## src/rtl/sram_pkg.sv

```systemverilog
// Shared types and helpers for the SRAM ring-buffer burst scheduler.
package sram_pkg;

  typedef enum logic [2:0] {
    StIdle,
    StArb,
    StWrBusy,
    StRdBusy,
    StDrainArb
  } sched_state_e;

  localparam int unsigned DefAddrW    = 15;
  localparam int unsigned DefBurst    = 256;
  localparam int unsigned DefOutDepth = 16384;

  // Smallest of three word counts; used to size a burst.
  function automatic int unsigned min3(input int unsigned a, input int unsigned b,
                                       input int unsigned c);
    int unsigned m;
    m = (a < b) ? a : b;
    return (m < c) ? m : c;
  endfunction

endpackage

```

## src/rtl/sram_ring_ptr.sv

```systemverilog
// One side of the SRAM ring: a wrapping word pointer plus its contribution to
// the shared fill count. FILL_UP selects whether advancing adds (write side)
// or removes (read side) words from the fill level passed through it.
module sram_ring_ptr #(
  parameter int unsigned ADDR_W  = 15,
  parameter bit          FILL_UP = 1'b1
) (
  input  logic              clk,
  input  logic              reset,
  input  logic              advance,
  input  logic [ADDR_W:0]   num,
  input  logic [ADDR_W:0]   fill_cur,
  output logic [ADDR_W-1:0] ptr,
  output logic [ADDR_W:0]   space_to_top,
  output logic [ADDR_W:0]   fill_next
);

  localparam logic [ADDR_W:0] Depth = {1'b1, {ADDR_W{1'b0}}};

  // Advance the pointer by the completed burst length; natural ADDR_W-bit wrap
  // gives modulo-D arithmetic (a full-depth burst leaves the pointer unchanged).
  always_ff @(posedge clk or posedge reset) begin
    if (reset) begin
      ptr <= '0;
    end else if (advance) begin
      ptr <= ptr + num[ADDR_W-1:0];
    end
  end

  // Words left before the top of SRAM, so a burst never crosses the wrap point.
  assign space_to_top = Depth - {1'b0, ptr};

  // Fill level after this side's burst completes.
  always_comb begin
    fill_next = fill_cur;
    if (advance) begin
      if (FILL_UP) begin
        fill_next = fill_cur + num;
      end else begin
        fill_next = fill_cur - num;
      end
    end
  end

endmodule

```

## src/rtl/sram_ring_scheduler.sv

```systemverilog
// Burst scheduler treating the external SRAM as a circular buffer between the
// acquisition FIFO (writes) and the USB FIFO (reads). Writes win arbitration;
// stopping a run drains residual words as partial bursts before going idle.
module sram_ring_scheduler
  import sram_pkg::*;
#(
  parameter int unsigned ADDR_W      = DefAddrW,
  parameter int unsigned BURST       = DefBurst,
  parameter int unsigned IN_UW       = 11,
  parameter int unsigned OUT_UW      = 14,
  parameter int unsigned OUT_DEPTH   = DefOutDepth,
  parameter int unsigned HALT_MARGIN = 1024
) (
  input  logic              clk,
  input  logic              reset,
  input  logic              run_start,
  input  logic [IN_UW-1:0]  in_usedw,
  input  logic [OUT_UW-1:0] out_usedw,
  input  logic              wr_run_end,
  input  logic              rd_run_end,
  output logic              wr_start,
  output logic [ADDR_W-1:0] wr_addr,
  output logic [ADDR_W:0]   wr_num,
  output logic              rd_start,
  output logic [ADDR_W-1:0] rd_addr,
  output logic [ADDR_W:0]   rd_num,
  output logic              data_en,
  output logic [ADDR_W:0]   fill,
  output logic              sram_full,
  output logic              sram_empty,
  output logic              busy
);

  localparam int unsigned D  = 32'd1 << ADDR_W;
  localparam int unsigned FW = ADDR_W + 1;

  sched_state_e state;
  logic         draining;

  logic [ADDR_W-1:0] wr_ptr, rd_ptr;
  logic [ADDR_W:0]   wr_top, rd_top;
  logic [ADDR_W:0]   fill_q, fill_after_wr, fill_d;
  logic              wr_adv, rd_adv;

  int unsigned fill_w, free_w, in_w, out_w, wr_top_w, rd_top_w, wr_room, wr_n, rd_n;
  logic        wr_ok_arb, wr_ok_drain, rd_ok_arb, rd_ok_drain, out_ok;

  // Completion of the burst that is actually in flight; stray end pulses drop out here.
  assign wr_adv = (state == StWrBusy) && wr_run_end;
  assign rd_adv = (state == StRdBusy) && rd_run_end;

  // Write side: owns wr_ptr, adds completed words to fill.
  sram_ring_ptr #(
    .ADDR_W (ADDR_W),
    .FILL_UP(1'b1)
  ) u_wr_ptr (
    .clk         (clk),
    .reset       (reset),
    .advance     (wr_adv),
    .num         (wr_num),
    .fill_cur    (fill_q),
    .ptr         (wr_ptr),
    .space_to_top(wr_top),
    .fill_next   (fill_after_wr)
  );

  // Read side: owns rd_ptr, removes completed words from fill.
  sram_ring_ptr #(
    .ADDR_W (ADDR_W),
    .FILL_UP(1'b0)
  ) u_rd_ptr (
    .clk         (clk),
    .reset       (reset),
    .advance     (rd_adv),
    .num         (rd_num),
    .fill_cur    (fill_after_wr),
    .ptr         (rd_ptr),
    .space_to_top(rd_top),
    .fill_next   (fill_d)
  );

  // Shared fill level register.
  always_ff @(posedge clk or posedge reset) begin
    if (reset) begin
      fill_q <= '0;
    end else begin
      fill_q <= fill_d;
    end
  end

  assign fill       = fill_q;
  assign sram_full  = (fill_w == D);
  assign sram_empty = (fill_w == 0);

  // Eligibility and burst sizing, all in zero-extended 32-bit arithmetic.
  always_comb begin
    fill_w   = 32'(fill_q);
    free_w   = D - fill_w;
    in_w     = 32'(in_usedw);
    out_w    = 32'(out_usedw);
    wr_top_w = 32'(wr_top);
    rd_top_w = 32'(rd_top);

    out_ok      = OUT_DEPTH > (out_w + BURST);
    wr_ok_arb   = (in_w >= BURST) && (free_w >= BURST);
    wr_ok_drain = (in_w > 0) && (free_w > 0);
    rd_ok_arb   = (fill_w >= BURST) && out_ok;
    rd_ok_drain = (fill_w > 0) && out_ok;

    // A partial drain write is also clamped to free space so fill cannot pass D.
    wr_room = (wr_top_w < free_w) ? wr_top_w : free_w;
    wr_n    = min3(BURST, in_w, wr_room);
    rd_n    = min3(BURST, fill_w, rd_top_w);
  end

  // Scheduler FSM with registered start pulses, burst descriptors and status.
  always_ff @(posedge clk or posedge reset) begin
    if (reset) begin
      state    <= StIdle;
      draining <= 1'b0;
      wr_start <= 1'b0;
      wr_addr  <= '0;
      wr_num   <= '0;
      rd_start <= 1'b0;
      rd_addr  <= '0;
      rd_num   <= '0;
      data_en  <= 1'b0;
      busy     <= 1'b0;
    end else begin
      wr_start <= 1'b0;
      rd_start <= 1'b0;
      data_en  <= run_start && (state != StDrainArb) && (free_w >= HALT_MARGIN);
      unique case (state)
        StIdle: begin
          if (run_start) begin
            state <= StArb;
          end
        end
        StArb: begin
          if (!run_start) begin
            state    <= StDrainArb;
            draining <= 1'b1;
            busy     <= 1'b1;
          end else if (wr_ok_arb) begin
            state    <= StWrBusy;
            wr_start <= 1'b1;
            wr_addr  <= wr_ptr;
            wr_num   <= FW'(wr_n);
            busy     <= 1'b1;
          end else if (rd_ok_arb) begin
            state    <= StRdBusy;
            rd_start <= 1'b1;
            rd_addr  <= rd_ptr;
            rd_num   <= FW'(rd_n);
            busy     <= 1'b1;
          end
        end
        StWrBusy: begin
          if (wr_run_end) begin
            state <= draining ? StDrainArb : StArb;
            busy  <= draining;
          end
        end
        StRdBusy: begin
          if (rd_run_end) begin
            state <= draining ? StDrainArb : StArb;
            busy  <= draining;
          end
        end
        StDrainArb: begin
          if (run_start) begin
            state    <= StArb;
            draining <= 1'b0;
            busy     <= 1'b0;
          end else if ((in_w == 0) && (fill_w == 0)) begin
            state    <= StIdle;
            draining <= 1'b0;
            busy     <= 1'b0;
          end else if (wr_ok_drain) begin
            state    <= StWrBusy;
            wr_start <= 1'b1;
            wr_addr  <= wr_ptr;
            wr_num   <= FW'(wr_n);
          end else if (rd_ok_drain) begin
            state    <= StRdBusy;
            rd_start <= 1'b1;
            rd_addr  <= rd_ptr;
            rd_num   <= FW'(rd_n);
          end
        end
        default: begin
          state    <= StIdle;
          draining <= 1'b0;
          busy     <= 1'b0;
        end
      endcase
    end
  end

endmodule

```

## config.mk

```make
export PLATFORM = sky130hd
export DESIGN_NAME = sram_ring_scheduler
export DESIGN_NICKNAME = d
export VERILOG_FILES = /design/src/rtl/sram_pkg.sv /design/src/rtl/sram_ring_ptr.sv /design/src/rtl/sram_ring_scheduler.sv
export SDC_FILE = /design/constraint.sdc
export NUM_CORES = 1
export LEC_CHECK = 0
export BUFFER_PORTS_ARGS = -buffer_cell sky130_fd_sc_hd__buf_4
export CAP_MARGIN = 0
export CORE_ASPECT_RATIO = 1.75
export CORE_UTILIZATION = 55
export CTS_BUF_LIST = sky130_fd_sc_hd__clkbuf_8
export CTS_CLUSTER_DIAMETER = 50
export DETAILED_ROUTE_END_ITERATION = 12
export HOLD_SLACK_MARGIN = 0.08
export PLACE_DENSITY = 0.82
export SLEW_MARGIN = 20
export SYNTH_ARGS = -nofsm -noshare
export SYNTH_HDL_FRONTEND = slang
export SYNTH_SLANG_ARGS = --single-unit
```

## constraint.sdc

```tcl
create_clock -name clk -period 9.57 [get_ports clk]
set_clock_uncertainty 0.15 [all_clocks]
set_input_delay 0.957 -clock clk [delete_from_list [all_inputs] [get_ports clk]]
set_output_delay 0.957 -clock clk [all_outputs]
set_load 0.005 [all_outputs]
```

Word-level counts from Yosys, hierarchy flattened
Cells that the tools add are included.
{"block": "totals", "elab_cells": 148, "in_bits": 30, "output_inout_bits": 84, "regBits": 116}
{"block": "op_classes", "bitwise_logic": 2, "n_lt_le_gt_ge": 13, "reduce_logical": 19, "n_mux": 71, "n_addsub": 8, "eq_ne": 22}
{"op": "16-bit 2-to-1 mux", "n": 17}
{"op": "15-bit 2-to-1 mux", "n": 12}
{"op": "32-bit zero test", "n": 2}
{"op": "16-bit one-hot mux with 2 select lines", "n": 2}
{"op": "15-bit one-hot mux with 2 select lines", "n": 2}
{"op": "3-bit 2-to-1 mux", "n": 11}
{"op": "32-bit by 11-bit greater-or-equal comparator with 1-bit output, second input constant", "n": 1}
{"op": "32-bit by 9-bit greater-or-equal comparator with 1-bit output, second input constant", "n": 1}
{"op": "32-bit by 1-bit > comparator with 1-bit output, second input constant", "n": 1}
{"op": "11-bit by 32-bit < comparator with 1-bit output", "n": 1}
{"op": "16-bit by 32-bit < comparator with 1-bit output", "n": 1}
{"op": "32-bit 2-to-1 mux", "n": 1}
{"op": "16-bit by 15-bit subtractor with 16-bit output, first input constant", "n": 2}
{"op": "15-bit adder", "n": 2}
{"op": "2-bit != test, second input constant", "n": 13}
{"op": "1-bit 2-to-1 mux", "n": 20}
{"op": "16-bit by 16-bit subtractor with 17-bit output, first input constant", "n": 1}
{"op": "16-bit adder", "n": 1}
{"op": "16-bit == test, second input constant", "n": 1}
{"op": "16-bit by 9-bit greater-or-equal comparator with 1-bit output, second input constant", "n": 1}
{"op": "16-bit by 1-bit > comparator with 1-bit output, second input constant", "n": 1}
{"op": "16-bit < comparator", "n": 1}
{"op": "9-bit by 16-bit < comparator with 1-bit output, first input constant", "n": 1}
{"op": "16-bit subtractor", "n": 1}
{"op": "25 further kinds", "n": 38}

Depth between registers and ports, before layout
{"block": "logic_depth", "ltp_word": 9, "mapped_depth": 26, "depth_no_buf": 24}

Modules after synthesis
A second synthesis with hierarchy kept.
{"block": "unflattened", "hier_cells": 1211, "area_unflattened_um2": 10607.7}
{"module": "sram_ring_scheduler", "area_each_um2": 5536.6, "instances": 1, "seq_area_each_um2": 2152.1, "cells_per_inst": 576}
{"module": "sram_ring_ptr at u_rd_ptr", "area_each_um2": 2703.8, "instances": 1, "seq_area_each_um2": 375.4, "cells_per_inst": 347}
{"module": "sram_ring_ptr at u_wr_ptr", "area_each_um2": 2367.3, "instances": 1, "seq_area_each_um2": 375.4, "cells_per_inst": 288}

Worst setup path before layout
Ideal clock, no wire load.
{"block": "synth_timing", "path_kind": "reg-to-reg", "startpoint": "reg fill_q[0], in the netlist fill[0]", "endpoint": "reg wr_num[1]", "required_time_ns": 9.325, "n_path_buf": 3, "arrival_time_ns": 5.427, "setup_ns": 0.095, "path_slack_ns": 3.897, "stages_incl_launch_ff": 26, "period_less_slack_ns": 5.673, "path_cell_list": "dfrtp_1 -> clkbuf_1 -> inv_1 -> ha_1 -> or3b_1 -> nor4_4 -> nand2b_1 -> xnor2_1 -> ha_1 -> and3_1 -> nand3_1 -> a21oi_2 -> a32o_1 -> nor2_2 -> clkbuf_1 -> a21oi_1 -> ha_1 -> a21o_1 -> a21o_1 -> a21oi_1 -> o21ai_0 -> a2111o_1 -> or2_2 -> clkbuf_1 -> and4_1 -> o31ai_1"}
{"block": "synth_between", "elab_chain_cells": 9, "elab_cells_between_ends": 21, "classes_between": "add/sub: 1; order compare: 4; eq/ne: 3; mux: 8; reduce/logical: 5"}
{"item": "from (decl)", "line": "sram_ring_scheduler.sv:42", "source": "logic [ADDR_W:0] fill_q, fill_after_wr, fill_d;"}
{"item": "from (signal assigned)", "line": "sram_ring_scheduler.sv:87", "source": "fill_q <= fill_d;"}
{"item": "16-bit by 16-bit subtractor with 17-bit output", "line": "sram_ring_scheduler.sv:98", "source": "free_w = D - fill_w;"}
{"item": "16-bit by 32-bit < comparator with 1-bit output", "line": "sram_ring_scheduler.sv:111", "source": "wr_room = (wr_top_w < free_w) ? wr_top_w : free_w;"}
{"item": "32-bit 2-to-1 mux", "line": "sram_ring_scheduler.sv:111"}
{"item": "11-bit by 32-bit < comparator with 1-bit output", "line": "sram_pkg.sv:21", "source": "return (m < c) ? m : c;"}
{"item": "16-bit 2-to-1 mux", "line": "sram_pkg.sv:21"}
{"item": "16-bit 2-to-1 mux", "line": "sram_ring_scheduler.sv:179", "source": "end else if (wr_ok_drain) begin"}
{"item": "16-bit 2-to-1 mux", "line": "sram_ring_scheduler.sv:175", "source": "end else if ((in_w == 0) && (fill_w == 0)) begin"}
{"item": "16-bit 2-to-1 mux", "line": "sram_ring_scheduler.sv:171", "source": "if (run_start) begin"}
{"item": "16-bit one-hot mux with 2 select lines", "line": "sram_ring_scheduler.sv:133", "source": "unique case (state)"}
{"item": "to (signal assigned)", "line": "sram_ring_scheduler.sv:148", "source": "wr_num <= FW'(wr_n);"}
{"item": "to (signal assigned)", "line": "sram_ring_scheduler.sv:183", "source": "wr_num <= FW'(wr_n);"}
{"item": "to (decl)", "line": "sram_ring_scheduler.sv:23", "source": "output logic [ADDR_W:0] wr_num,"}
Parallel ways exist; a longest one is shown, timed or not. The select of a mux whose other input is x is not followed.
A chain may end at the register's enable or synchronous reset.

Worst setup path after layout
{"block": "layout_timing", "startpoint": "reg fill_q[0], in the netlist fill[0]", "endpoint": "reg wr_num[3]"}
Same word-level chain as after synthesis.

==> impl_summary.txt <==
----------------------------------------------------
[Route]
  Final ANT Viol Nets ... 0
  Detailed-route vias per instance ... between 5 and 6
  Routed len/inst ... around 18 µm
  Remaining design rule violation count ... 0
  Number of detailed-route iterations in the first pass ... 5
  Total number of vias ... approximately 9,000
  Number of DRC markers after the initial detailed-route iteration ... 369
  Total Routed Length ... 26,430 µm

[CTS]
  Cell chosen for the clock root ... sky130_fd_sc_hd__clkbuf_8
  Post-cts resize count ... 0
  Number of sinks driven by the clock tree ... roughly 120
  # hold bufs at CTS ... 0
  Clock tree from TritonCTS ... built
  Worst-skew pair later-pin latency ... about 0.46 ns
  Number of post-CTS setup repair buffers ... 0
  H-tree depth ... 4
  Cts bufs inserted ... 17
  Maximum root-to-sink buffer count ... 2
  Clock-pin transition on the worst setup and hold timing paths ... approximately 0.080 ns

[Die]
  Die height ... roughly 180 µm
  Placement Rows ... 64
  # IOs ... between 100 and 150
  Die outline area ... between 15,000 and 20,000 µm²
  DIE WIDTH ... 102.9 µm
  Area inside the core boundary ... 17,460 µm²
  Initial standard-cell utilization of the core ... 0.5616

[Worst hold path]
  Hold Crit Class ... flip-flop to flip-flop
  Hold Path Depth ... 2
  Hold path startpoint ... wr_addr[9]
  Capture endpoint of the worst hold path ... wr_addr[9]

[Cells and area]
  Util after Layout ... 0.6480
  Final instance area ... around 11,000 µm²
  Most frequent cells in the layout ... sky130_fd_sc_hd__nand2_1 (150), sky130_fd_sc_hd__buf_4 (120), sky130_fd_sc_hd__dfrtp_1 (116)
  NumNets Final ... about 1,400
  Layout cell share with drive strength beyond 1 ... 0.1545
  Most common cell after layout, fill and taps aside ... sky130_fd_sc_hd__nand2_1
  Layout area overhead ... 15.38%

[Worst setup path]
  Critical setup path kind ... flip-flop to flip-flop
  Critical path, cell by cell ... inv_1 > ha_1 > or3b_1 > nor4_4 > nand2b_1 > xnor2_1 > ha_1 > and3_1 > nand3_1 > a21oi_2 > a32o_1 > nor2_2 > a21oi_1 > ha_1 > a21o_1 > a21o_1 > a21oi_1 > o21ai_0 > a2111o_1 > a21oi_1 > o21ai_1 > and4_1 > o31ai_1
  Worst R2R Path Depth ... 23
  Cell at the slowest stage of the critical path ... sky130_fd_sc_hd__dfrtp_1
  Critical path startpoint category ... flip-flop
  Source of the worst register-to-register timing path ... fill[0]
  CP delay by family, top ... compound AO/OA/AOI/OAI gates
  Critical R2R Capture ... wr_num[3]
  Reg-to-reg slack, setup ... approximately 3.3 ns
  Required time at the worst-slack endpoint ... approximately 9.8 ns
  Maximum fanout along the worst path ... 14
  Category of the worst setup path capture point ... flip-flop
  Launching instance or port of the critical path ... fill[0]
  Buffers & Inverters on Critical Path ... 1
  Arrival time at the worst endpoint ... roughly 6.5 ns
  Largest stage delay, worst path ... 0.52 ns

[STA]
  Unrepaired setup endpoints after global routing ... false
  Final worst slack ... roughly 3.3 ns
  Final number of hold-violating endpoints ... 0
  Final period utilization ... 0.6558
  Max-slew violation count ... 0
  Worst relative slew slack ... 0.2945
  Highest clock rate ... 159.3 MHz
  Final setup violating endpoints ... 0
  Summed negative setup slack over all endpoints ... 0 ns
  Worst-margin pin slew ... between 1 and 1.5 ns
  Final period demand of the worst path ... approximately 6.3 ns

[Global routing]
  First-pass GRT wire length ... roughly 43,000 µm
  Pin count of the biggest net entering global routing ... between 70 and 80
  Antenna violations before repair ... 1
  Number of global-route vias before repair ... 8,970
  GR Overflow Total ... 0
  Global Route Usage Sum ... 0.3032

[Power]
  Sum of internal, switching and leakage power ... between 4 and 5 mW
  IR drop worst, VDD ... approximately 180 µV
  P_leak ... 5.581 nW
  Power Density ... around 360 nW/µm²

[Logic synthesis]
  Cell type contributing the most total cell area after synthesis ... sky130_fd_sc_hd__dfrtp_1
  Post-synth top flop ... sky130_fd_sc_hd__dfrtp_1
  Number of warnings issued by yosys ... 0
  Synthesized instance count ... approximately 1,100
  Top-area cell type share of the netlist area ... 0.2961
  Mapped cell area ... slightly below 10,000 µm²
  Top cells by area in the synthesized netlist ... sky130_fd_sc_hd__dfrtp_1 (30%), sky130_fd_sc_hd__ha_1 (13%), sky130_fd_sc_hd__nand2_1 (5.7%), sky130_fd_sc_hd__o21ai_0 (4.2%), sky130_fd_sc_hd__xnor2_1 (3.9%)
  Fraction of registers with async set/reset ... 1.000
  Netlist cell types ... 80
  Sequential-to-total area share from yosys stat ... 0.2961
  EDFF count, synth ... 0
  Mean post-synth cell area ... between 8 and 9 µm²
  Post-synthesis sequential element count ... between 100 and 150

[Place]
  RD Place Congestion ... roughly 0.95
  Buffers on Ports ... approximately 110
  Area post-placement ... between 10,000 and 15,000 µm²
  Setup slack after placement ... between 3 and 4 ns
  DP HPWL ... 20,480 µm

[Run]
  Max Cap Violations ... 0

[Outcome]
  Status ... finished, final reports clean

----------------------------------------------------
==> tightest hold or removal path, delay by kind of cell (launching register included) <==
kind	cells	cell delay (ns)
DFF	1	0.34
and+or+nand+nor	2	0.10
==> per-layer routing <==
| metal | vias up | track usage | wire (µm) |
|---|---|---|---|
| li1 | 4330 | - | - |
| met1 | 4206 | 0.2973 | 9518 |
| met2 | 229 | 0.5461 | 13740 |
| met3 | 118 | 0.04114 | 846 |
| met4 | 0 | 0.2565 | 2327 |
| met5 | - | 0 | 0 |
==> worst max-delay path by stage <==
stage | endpoint | slack, ns | cells after the start
after global placement | wr_num[8] | 3.53 | 23
after global routing | wr_num[3] | 2.89 | 23
after detailed placement | wr_num[1] | 3.42 | 23
final | wr_num[3] | 3.29 | 23
after floorplan | wr_num[1] | 3.90 | 25
after CTS | wr_num[3] | 3.37 | 23
==> stage by stage <==
step	cells	hold slack, ns
after global placement	1461	0.3086
after detailed placement	1461	0.3152
after global routing	1494	0.3570
after floorplan	1155	0.3182
after CTS	1493	0.3314
final	1494	0.3268
==> logic make-up (layout without fill, tap and decap cells) <==
logic type	after synthesis	in the layout	share of synthesized area
DFF	116	116	0.2961
xor gates and xnor gates	78	78	0.07044
muxes	47	47	0.05245
adders and majority gates	107	107	0.1396
and+or+nand+nor	393	393	0.1999
other	1	10	0.0003825
buffers and inverters	105	212	0.04377
AOI/OAI and AO/OA	300	300	0.1974
==> flip-flops by register name, summed over array words and instances (netlist names), 3 cells and up <==
register	count
rd_num	16
fill	16
state	3
wr_addr	15
rd_addr	15
wr_num	16
u_rd_ptr.ptr	15
u_wr_ptr.ptr	15
==> cell usage after synthesis, types with 8 or more instances <==
cell,number
sky130_fd_sc_hd__a21o_1,22
sky130_fd_sc_hd__a21oi_1,73
sky130_fd_sc_hd__a31oi_1,17
sky130_fd_sc_hd__and2_1,26
sky130_fd_sc_hd__and3_1,12
sky130_fd_sc_hd__clkbuf_1,34
sky130_fd_sc_hd__dfrtp_1,116
sky130_fd_sc_hd__ha_1,103
sky130_fd_sc_hd__inv_1,60
sky130_fd_sc_hd__mux2_1,22
sky130_fd_sc_hd__mux2_2,13
sky130_fd_sc_hd__mux2i_1,12
sky130_fd_sc_hd__nand2_1,150
sky130_fd_sc_hd__nand2b_1,15
sky130_fd_sc_hd__nand3_1,16
sky130_fd_sc_hd__nor2_1,55
sky130_fd_sc_hd__nor2b_1,11
sky130_fd_sc_hd__nor3_1,35
sky130_fd_sc_hd__nor4_1,16
sky130_fd_sc_hd__o21a_1,14
sky130_fd_sc_hd__o21ai_0,82
sky130_fd_sc_hd__o31ai_1,31
sky130_fd_sc_hd__or2_2,13
sky130_fd_sc_hd__or3_1,8
sky130_fd_sc_hd__or4_1,8
sky130_fd_sc_hd__xnor2_1,44
sky130_fd_sc_hd__xor2_1,33
==> power breakdown <==
group / leakage (nW) / switching, mW / total, mW / internal, mW
clock: 0.236 / 0.229 / 0.541 / 0.312
combinational: 3.83 / 1.42 / 2.53 / 1.11
sequential: 1.51 / 0.283 / 0.949 / 0.665
total: 5.58 / 1.93 / 4.02 / 2.09
==> final cells by class <==
cell class	count	area (µm²)
sequential	116	2903
timing repair buffer	120	900.9
fill	1511	6145
inverter	60	227.7
tap	231	289.0
clock inverter	15	229.0
multi-input combinational	934	6526
antenna	1	2.502
clock buffer	17	234.0
(Power assumes the default switching activity.)
